$ cat src/rtl/lf_mode_sequencer_if.sv
// SPI link from the ARM into the LF mode sequencer. All three lines are
// asynchronous to pck0 and are synchronized inside the sequencer.
interface lf_mode_sequencer_if;
  logic spck;
  logic mosi;
  logic ncs;

  modport master (output spck, output mosi, output ncs);
  modport slave  (input  spck, input  mosi, input  ncs);
endinterface

$ cat src/rtl/lf_mode_sequencer.sv
// LF mode sequencer: receives 16-bit SPI command frames and applies mode,
// divisor and threshold settings, inserting an OFF guard window between modes.
module lf_mode_sequencer #(
  parameter int unsigned GUARD_CYCLES = 16,
  parameter logic [7:0]  DIV_RESET    = 8'd95
) (
  input  logic                pck0,
  input  logic                nreset,
  lf_mode_sequencer_if.slave  spi,
  output logic [2:0]          major_mode,
  output logic                lf_field,
  output logic                lf_ed_toggle_mode,
  output logic [7:0]          divisor,
  output logic [7:0]          lf_ed_threshold,
  output logic                mode_quiet,
  output logic                cmd_strobe,
  output logic                frame_err
);

  localparam logic [7:0] GUARD_LAST = 8'(GUARD_CYCLES - 1);
  localparam logic [2:0] MODE_OFF   = 3'b111;
  localparam logic [2:0] MODE_ED    = 3'b001;

  typedef enum logic {
    ST_IDLE  = 1'b0,
    ST_GUARD = 1'b1
  } state_t;

  logic [1:0]  r_spck_s;
  logic [1:0]  r_mosi_s;
  logic [1:0]  r_ncs_s;
  logic        r_spck_d;
  logic        r_ncs_d;
  logic [15:0] r_shift;
  logic [4:0]  r_bit_cnt;
  logic        r_acc_vld;
  logic [3:0]  r_acc_cmd;
  logic [8:0]  r_acc_data;
  logic        r_frame_err;
  logic        r_cmd_strobe;
  logic [7:0]  r_divisor;
  logic [7:0]  r_threshold;

  state_t      r_state;
  logic [2:0]  r_major;
  logic        r_field;
  logic        r_toggle;
  logic        r_quiet;
  logic [7:0]  r_gcnt;
  logic [2:0]  r_pmode;
  logic [1:0]  r_popt;

  state_t      w_state_nxt;
  logic [2:0]  w_major_nxt;
  logic        w_field_nxt;
  logic        w_toggle_nxt;
  logic        w_quiet_nxt;
  logic [7:0]  w_gcnt_nxt;
  logic [2:0]  w_pmode_nxt;
  logic [1:0]  w_popt_nxt;

  logic        w_spck_rise;
  logic        w_ncs_low;
  logic        w_ncs_fall;
  logic        w_ncs_rise;
  logic        w_is_cmd1;
  logic        w_is_cmd2;
  logic        w_is_cmd3;
  logic [2:0]  w_new_mode;
  logic [1:0]  w_new_opt;

  assign w_spck_rise = r_spck_s[1] & ~r_spck_d;
  assign w_ncs_low   = ~r_ncs_s[1];
  assign w_ncs_fall  = ~r_ncs_s[1] & r_ncs_d;
  assign w_ncs_rise  = r_ncs_s[1] & ~r_ncs_d;

  assign w_is_cmd1  = r_acc_vld && (r_acc_cmd == 4'd1);
  assign w_is_cmd2  = r_acc_vld && (r_acc_cmd == 4'd2);
  assign w_is_cmd3  = r_acc_vld && (r_acc_cmd == 4'd3);
  assign w_new_mode = r_acc_data[8:6];
  assign w_new_opt  = r_acc_data[1:0];

  // Two-flop synchronizers plus one delay stage for edge detection.
  always_ff @(posedge pck0 or negedge nreset) begin
    if (!nreset) begin
      r_spck_s <= 2'b00;
      r_mosi_s <= 2'b00;
      r_ncs_s  <= 2'b11;
      r_spck_d <= 1'b0;
      r_ncs_d  <= 1'b1;
    end else begin
      r_spck_s <= {r_spck_s[0], spi.spck};
      r_mosi_s <= {r_mosi_s[0], spi.mosi};
      r_ncs_s  <= {r_ncs_s[0], spi.ncs};
      r_spck_d <= r_spck_s[1];
      r_ncs_d  <= r_ncs_s[1];
    end
  end

  // Shift register and saturating bit counter; 17 marks an over-long frame.
  always_ff @(posedge pck0 or negedge nreset) begin
    if (!nreset) begin
      r_shift   <= 16'h0000;
      r_bit_cnt <= 5'd0;
    end else if (w_ncs_fall) begin
      r_bit_cnt <= 5'd0;
    end else if (w_spck_rise && w_ncs_low) begin
      r_shift   <= {r_shift[14:0], r_mosi_s[1]};
      r_bit_cnt <= (r_bit_cnt == 5'd17) ? 5'd17 : (r_bit_cnt + 5'd1);
    end else begin
      r_shift   <= r_shift;
      r_bit_cnt <= r_bit_cnt;
    end
  end

  // Frame acceptance stage: latch the command or flag a bad bit count.
  always_ff @(posedge pck0 or negedge nreset) begin
    if (!nreset) begin
      r_acc_vld   <= 1'b0;
      r_acc_cmd   <= 4'd0;
      r_acc_data  <= 9'd0;
      r_frame_err <= 1'b0;
    end else begin
      r_acc_vld   <= w_ncs_rise && (r_bit_cnt == 5'd16);
      r_frame_err <= w_ncs_rise && (r_bit_cnt != 5'd16);
      if (w_ncs_rise && (r_bit_cnt == 5'd16)) begin
        r_acc_cmd  <= r_shift[15:12];
        r_acc_data <= r_shift[8:0];
      end else begin
        r_acc_cmd  <= r_acc_cmd;
        r_acc_data <= r_acc_data;
      end
    end
  end

  // Divisor, threshold and command strobe; these never wait for the guard.
  always_ff @(posedge pck0 or negedge nreset) begin
    if (!nreset) begin
      r_cmd_strobe <= 1'b0;
      r_divisor    <= DIV_RESET;
      r_threshold  <= 8'd127;
    end else begin
      r_cmd_strobe <= w_is_cmd1 || w_is_cmd2 || w_is_cmd3;
      if (w_is_cmd2) begin
        r_divisor <= r_acc_data[7:0];
      end else begin
        r_divisor <= r_divisor;
      end
      if (w_is_cmd3) begin
        r_threshold <= r_acc_data[7:0];
      end else if (w_is_cmd1 && (w_new_mode == MODE_ED)) begin
        r_threshold <= 8'd127;
      end else begin
        r_threshold <= r_threshold;
      end
    end
  end

  // Mode FSM state and applied-mode registers.
  always_ff @(posedge pck0 or negedge nreset) begin
    if (!nreset) begin
      r_state  <= ST_IDLE;
      r_major  <= MODE_OFF;
      r_field  <= 1'b0;
      r_toggle <= 1'b0;
      r_quiet  <= 1'b0;
      r_gcnt   <= 8'd0;
      r_pmode  <= MODE_OFF;
      r_popt   <= 2'b00;
    end else begin
      r_state  <= w_state_nxt;
      r_major  <= w_major_nxt;
      r_field  <= w_field_nxt;
      r_toggle <= w_toggle_nxt;
      r_quiet  <= w_quiet_nxt;
      r_gcnt   <= w_gcnt_nxt;
      r_pmode  <= w_pmode_nxt;
      r_popt   <= w_popt_nxt;
    end
  end

  // Mode FSM next state: a change of mode passes through OFF for the guard time.
  always_comb begin
    w_state_nxt  = r_state;
    w_major_nxt  = r_major;
    w_field_nxt  = r_field;
    w_toggle_nxt = r_toggle;
    w_quiet_nxt  = r_quiet;
    w_gcnt_nxt   = r_gcnt;
    w_pmode_nxt  = r_pmode;
    w_popt_nxt   = r_popt;
    case (r_state)
      ST_IDLE: begin
        if (w_is_cmd1) begin
          w_pmode_nxt = w_new_mode;
          w_popt_nxt  = w_new_opt;
          if ((w_new_mode == r_major) || (w_new_mode == MODE_OFF)) begin
            w_major_nxt  = w_new_mode;
            w_field_nxt  = w_new_opt[0];
            w_toggle_nxt = w_new_opt[1];
          end else begin
            w_major_nxt = MODE_OFF;
            w_quiet_nxt = 1'b1;
            w_gcnt_nxt  = 8'd0;
            w_state_nxt = ST_GUARD;
          end
        end else begin
          w_state_nxt = ST_IDLE;
        end
      end
      ST_GUARD: begin
        if (w_is_cmd1) begin
          w_pmode_nxt = w_new_mode;
          w_popt_nxt  = w_new_opt;
          w_gcnt_nxt  = 8'd0;
        end else if (r_gcnt == GUARD_LAST) begin
          w_major_nxt  = r_pmode;
          w_field_nxt  = r_popt[0];
          w_toggle_nxt = r_popt[1];
          w_quiet_nxt  = 1'b0;
          w_state_nxt  = ST_IDLE;
        end else begin
          w_gcnt_nxt = r_gcnt + 8'd1;
        end
      end
      default: begin
        w_state_nxt = ST_IDLE;
      end
    endcase
  end

  assign major_mode        = r_major;
  assign lf_field          = r_field;
  assign lf_ed_toggle_mode = r_toggle;
  assign divisor           = r_divisor;
  assign lf_ed_threshold   = r_threshold;
  assign mode_quiet        = r_quiet;
  assign cmd_strobe        = r_cmd_strobe;
  assign frame_err         = r_frame_err;

endmodule

$ cat src/flat_wrapper.sv
// flat-port wrapper written by rule: the top's interface ports become plain ports
module lf_mode_sequencer_flat 
#(
  parameter int unsigned GUARD_CYCLES = 16,
  parameter logic [7:0]  DIV_RESET    = 8'd95
)
  (pck0, nreset, major_mode, lf_field, lf_ed_toggle_mode, divisor, lf_ed_threshold, mode_quiet, cmd_strobe, frame_err, spi_spck, spi_mosi, spi_ncs);
  lf_mode_sequencer_if spi_i ();
  input  logic pck0;
  input  logic nreset;
  output logic [2:0] major_mode;
  output logic lf_field;
  output logic lf_ed_toggle_mode;
  output logic [7:0] divisor;
  output logic [7:0] lf_ed_threshold;
  output logic mode_quiet;
  output logic cmd_strobe;
  output logic frame_err;
  input wire logic [$bits(spi_i.spck)-1:0] spi_spck;
  input wire logic [$bits(spi_i.mosi)-1:0] spi_mosi;
  input wire logic [$bits(spi_i.ncs)-1:0] spi_ncs;
  assign spi_i.spck = spi_spck;
  assign spi_i.mosi = spi_mosi;
  assign spi_i.ncs = spi_ncs;
  lf_mode_sequencer #(.GUARD_CYCLES(GUARD_CYCLES), .DIV_RESET(DIV_RESET)) u_core (.pck0(pck0), .nreset(nreset), .spi(spi_i), .major_mode(major_mode), .lf_field(lf_field), .lf_ed_toggle_mode(lf_ed_toggle_mode), .divisor(divisor), .lf_ed_threshold(lf_ed_threshold), .mode_quiet(mode_quiet), .cmd_strobe(cmd_strobe), .frame_err(frame_err));
endmodule
$ cat config.mk
export PLATFORM = sky130hd
export DESIGN_NAME = lf_mode_sequencer_flat
export DESIGN_NICKNAME = d
export VERILOG_FILES = /design/src/rtl/lf_mode_sequencer_if.sv /design/src/rtl/lf_mode_sequencer.sv /design/src/flat_wrapper.sv
export SDC_FILE = /design/constraint.sdc
export NUM_CORES = 1
export LEC_CHECK = 0
export BUFFER_PORTS_ARGS = -buffer_cell sky130_fd_sc_hd__buf_2
export CORE_UTILIZATION = 40
export CTS_BUF_LIST = sky130_fd_sc_hd__clkbuf_8
export DETAILED_ROUTE_END_ITERATION = 7
export SLEW_MARGIN = 5
export SYNTH_ARGS = -nofsm -noshare
export SYNTH_HDL_FRONTEND = slang
export SYNTH_SLANG_ARGS = --single-unit
export TNS_END_PERCENT = 1
$ cat constraint.sdc
create_clock -name pck0 -period 4.7 [get_ports pck0]
set_input_delay 0.705 -clock pck0 [delete_from_list [all_inputs] [get_ports pck0]]
set_output_delay 0.705 -clock pck0 [all_outputs]
set_load 0.01 [all_outputs]
==> flow_metrics.py <==
metrics = {
    "floorplan": {
        "floorplan.core_area_mm2": 0.00818,
        "pin_count": 29,
        "design.die.area_mm2": 0.00878,
        "die_height_um": 93.7,
        "row_count": 33,
        "die_width_um": 93.7,
        "initial_cell_density_of_the_core_pct": 41.1,
    },
    "timing": {
        "grt_setup_unrepaired": "false",
        "fin_worst_hold_slack_ns": 0.355,
        "setup-tns-final_ns": 0,
        "tightest_slew_ns": 0.990,
        "slew_violations": 0,
        "max_clock_freq_mhz": 438,
        "fin_crit_ns": 2.28,
        "number_of_failing_hold_endpoints_at_the_final_stage": 0,
        "setup-violations-final": 0,
        "clock_skew_ns": 0.00982,
        "finalCritPeriodShare_pct": 48.6,
        "relSlewSlack_pct": 34.0,
    },
    "detailed_routing": {
        "detail_route.iter0.violations": 130,
        "avgViaCountPerCell": 5.13,
        "route.vias.total": 2197,
        "post-route-drc-count": 0,
        "antenna_violating_nets_post_route": 0,
        "routed_wl_um": 6030,
        "dr_wl_cell_um": 14.1,
        "drt-pass1-iter-count": 4,
    },
    "clocking": {
        "cts-resized-gates": 0,
        "cts.repair_timing.setup_buffer_count": 0,
        "later_pin_clock_latency_in_the_skew_report_ns": 0.35,
        "cts_tree": "yes",
        "numCtsBuffers": 9,
        "cts.reportedPaths.clkPinSlew_ns": 0.08,
        "cts.htree.levels": 3,
        "root_buffer": "clkbuf_8",
        "cts-root-to-sink-buffers": 2,
        "clock_sink_count": 81,
        "cts-hold-fix-buffers": 0,
    },
    "synth": {
        "synth.most_common_cell": "dfrtp_1",
        "syn_inst": 287,
        "number_of_synthesized_flops_with_an_enable_pin": 0,
        "synth.net_count": 296,
        "ys_ff_latch": 81,
        "yosys.area.top_type_share_pct": 43.9,
        "ys_top_cells_by_count": "dfrtp_1, nand2_1, mux2_2",
        "synth_seq_area_share_pct": 61.1,
        "asyncSetResetFlopFracSynth_pct": 100,
        "synth-main-ff-cell": "dfrtp_1",
        "yosys_top_cell_by_area": "dfrtp_1",
        "count_of_synthesis_stage_warnings_from_yosys": 0,
        "ys_top_cells_by_area": "dfrtp_1, dfstp_2, mux2_2",
        "netlist-cell-type-count": 46,
        "syn_area_per_cell_um2": 11.7,
        "cell_area_after_technology_mapping_mm2": 0.00336,
    },
    "global_routing": {
        "antenna_found_initial": 0,
        "first_global_vias": 2142,
        "grt_util_all_layers_pct": 15.7,
        "grt_first_pass_wirelength_um": 10500,
        "grt_overflow": 0,
        "maximum_number_of_pins_on_one_net_before_global_route_repair": 82,
    },
    "power_and_ir_drop": {
        "power.ir.vdd_worst_v": 0.000166,
        "power.density_cell_area_mw_per_mm2": 347,
        "totalPowerFinal_uw": 1330,
        "leakagePower_uw": 0.00186,
    },
    "place": {
        "gp_routability_congestion": 0.810,
        "dp_hpwl_um": 3920,
        "port-buffer-count": 28,
        "dp_cells": 412,
    },
    "worst_setup_path": {
        "critical_path_required_ns": 4.99,
        "worst-path-max-fanout": 18,
        "cp-start-kind": "flop",
        "critical_path_class": "flop to flop",
        "worst_setup_path_end_kind": "flop",
        "r2r.worst_path.cells": 5,
        "r2r-start": "u_core.r_acc_cmd[2]",
        "timing.reg2reg.setup_slack_ns": 2.42,
        "timing.rr.end": "u_core.major_mode[1]",
        "endpoint": "u_core.major_mode[1]",
        "critPathLaunch": "u_core.r_acc_cmd[2]",
        "worst_ep_arrival_time_ns": 2.57,
    },
    "layout": {
        "final_layout_size_suffix_gt1_share_pct": 31.0,
        "num_antenna_cells": 0,
        "post_synthesis_to_final_layout_area_growth_pct": 14.1,
        "instances_no_fill": 428,
        "num-nets-final": 327,
        "number_of_filler_cells_placed_in_the_layout": 748,
    },
    "status": {
        "status": "complete, no violations",
    },
    "worst_hold_path": {
        "timing.hold.worst.class": "flop to flop",
    },
    "job": {
        "cap_viol_max_count": 0,
    },
}
==> flip-flops by register name (all words and copies together), names as in the netlist, 2 cells and up <==
register / count
u_core.r_spck_s: 2
u_core.r_ncs_s: 2
u_core.major_mode: 3
u_core.lf_ed_threshold: 8
u_core.r_pmode: 3
u_core.r_bit_cnt: 5
u_core.r_acc_cmd: 4
u_core.r_acc_data: 9
u_core.r_gcnt: 8
u_core.r_popt: 2
u_core.r_shift: 16
u_core.r_mosi_s: 2
u_core.divisor: 8
==> per-layer routing <==
layer  up-vias  global-route usage [%]  part of all wire (%)
met1      1067                    21.4                    50
met4         0                    7.05                   1.2
li1       1085                       -                     -
met2        39                    22.8                    45
met3         6                    4.85                   3.8
met5         -                       0                     0
==> cell usage in the layout, fill, tap and decap left out, drive strengths merged, types with 2 or more instances in the layout <==
cell type	instances
nor3b	2
nand4b	3
dfstp	22
nor2b	3
o22a	7
dfrtp	59
a22o	2
clkinv	3
and3	3
mux2	29
nand2b	4
ha	4
o221a	2
nand3b	3
a21oi	4
inv	7
buf	29
o211ai	3
o22ai	2
bufinv	2
nor3	3
nand2	57
clkbuf	10
o21ai	18
a211o	2
a31oi	3
or4	2
nor2	11
nand3	7
==> worst max-delay path, cell delays in order, from the launching register on <==
cell      delay [ns]
dfrtp_1         0.39
nor2_1          0.22
nand4b_1        0.64
nor2_1          0.44
a31o_2          0.20
mux2_2          0.34
==> final cells by class <==
type                       instances  area [um2]  area share [%]
clock buffer                      10         138            3.59
inverter                           6        22.5           0.587
multi-input combinational        191        1260            32.8
timing repair buffer              29         150            3.92
sequential                        81        2050            53.6
tap                              105         131            3.43
clock inverter                     6        82.6            2.15
==> through the flow <==
step           setup slack (ns)  utilization, %  instance area [um2]
6_report                   2.42            46.9                 3830
4_1_cts                    2.43            46.9                 3830
5_1_grt                    2.11            46.9                 3830
2_1_floorplan              2.87               -                 3360
3_3_place_gp               2.51            44.2                 3610
3_5_place_dp               2.45            44.2                 3610
==> logic make-up (layout without fill, tap and decap cells) <==
group | after synthesis | after routing | synth area share (%)
AO/OA/AOI/OAI | 53 | 53 | 11.2
XOR/XNOR | 1 | 1 | 0.261
adder cells (fa/ha/maj) | 4 | 4 | 1.49
buffers and inverters | 15 | 51 | 1.67
flip-flops | 81 | 81 | 61.1
multiplexers | 30 | 30 | 10.0
AND/OR/NAND/NOR | 103 | 103 | 14.3
==> where the power goes <==
group	internal [uW]	switching [uW]	leakage (uW)
registers	720	15.9	0.00103
clock network	311	243	0.000117
logic	19.2	22.5	0.000706
total	1050	282	0.00186
==> worst min path at each step <==
stage                  startpoint                 end  depth (start not counted)
3_3_place_gp   u_core.r_spck_s[0]  u_core.r_spck_s[1]                          0
6_report       u_core.r_mosi_s[0]  u_core.r_mosi_s[1]                          0
5_1_grt         u_core.r_ncs_s[0]   u_core.r_ncs_s[1]                          0
2_1_floorplan  u_core.r_mosi_s[0]  u_core.r_mosi_s[1]                          0
3_5_place_dp   u_core.r_mosi_s[0]  u_core.r_mosi_s[1]                          0
4_1_cts        u_core.r_mosi_s[0]  u_core.r_mosi_s[1]                          0
Power figures use the tool's default switching activity.
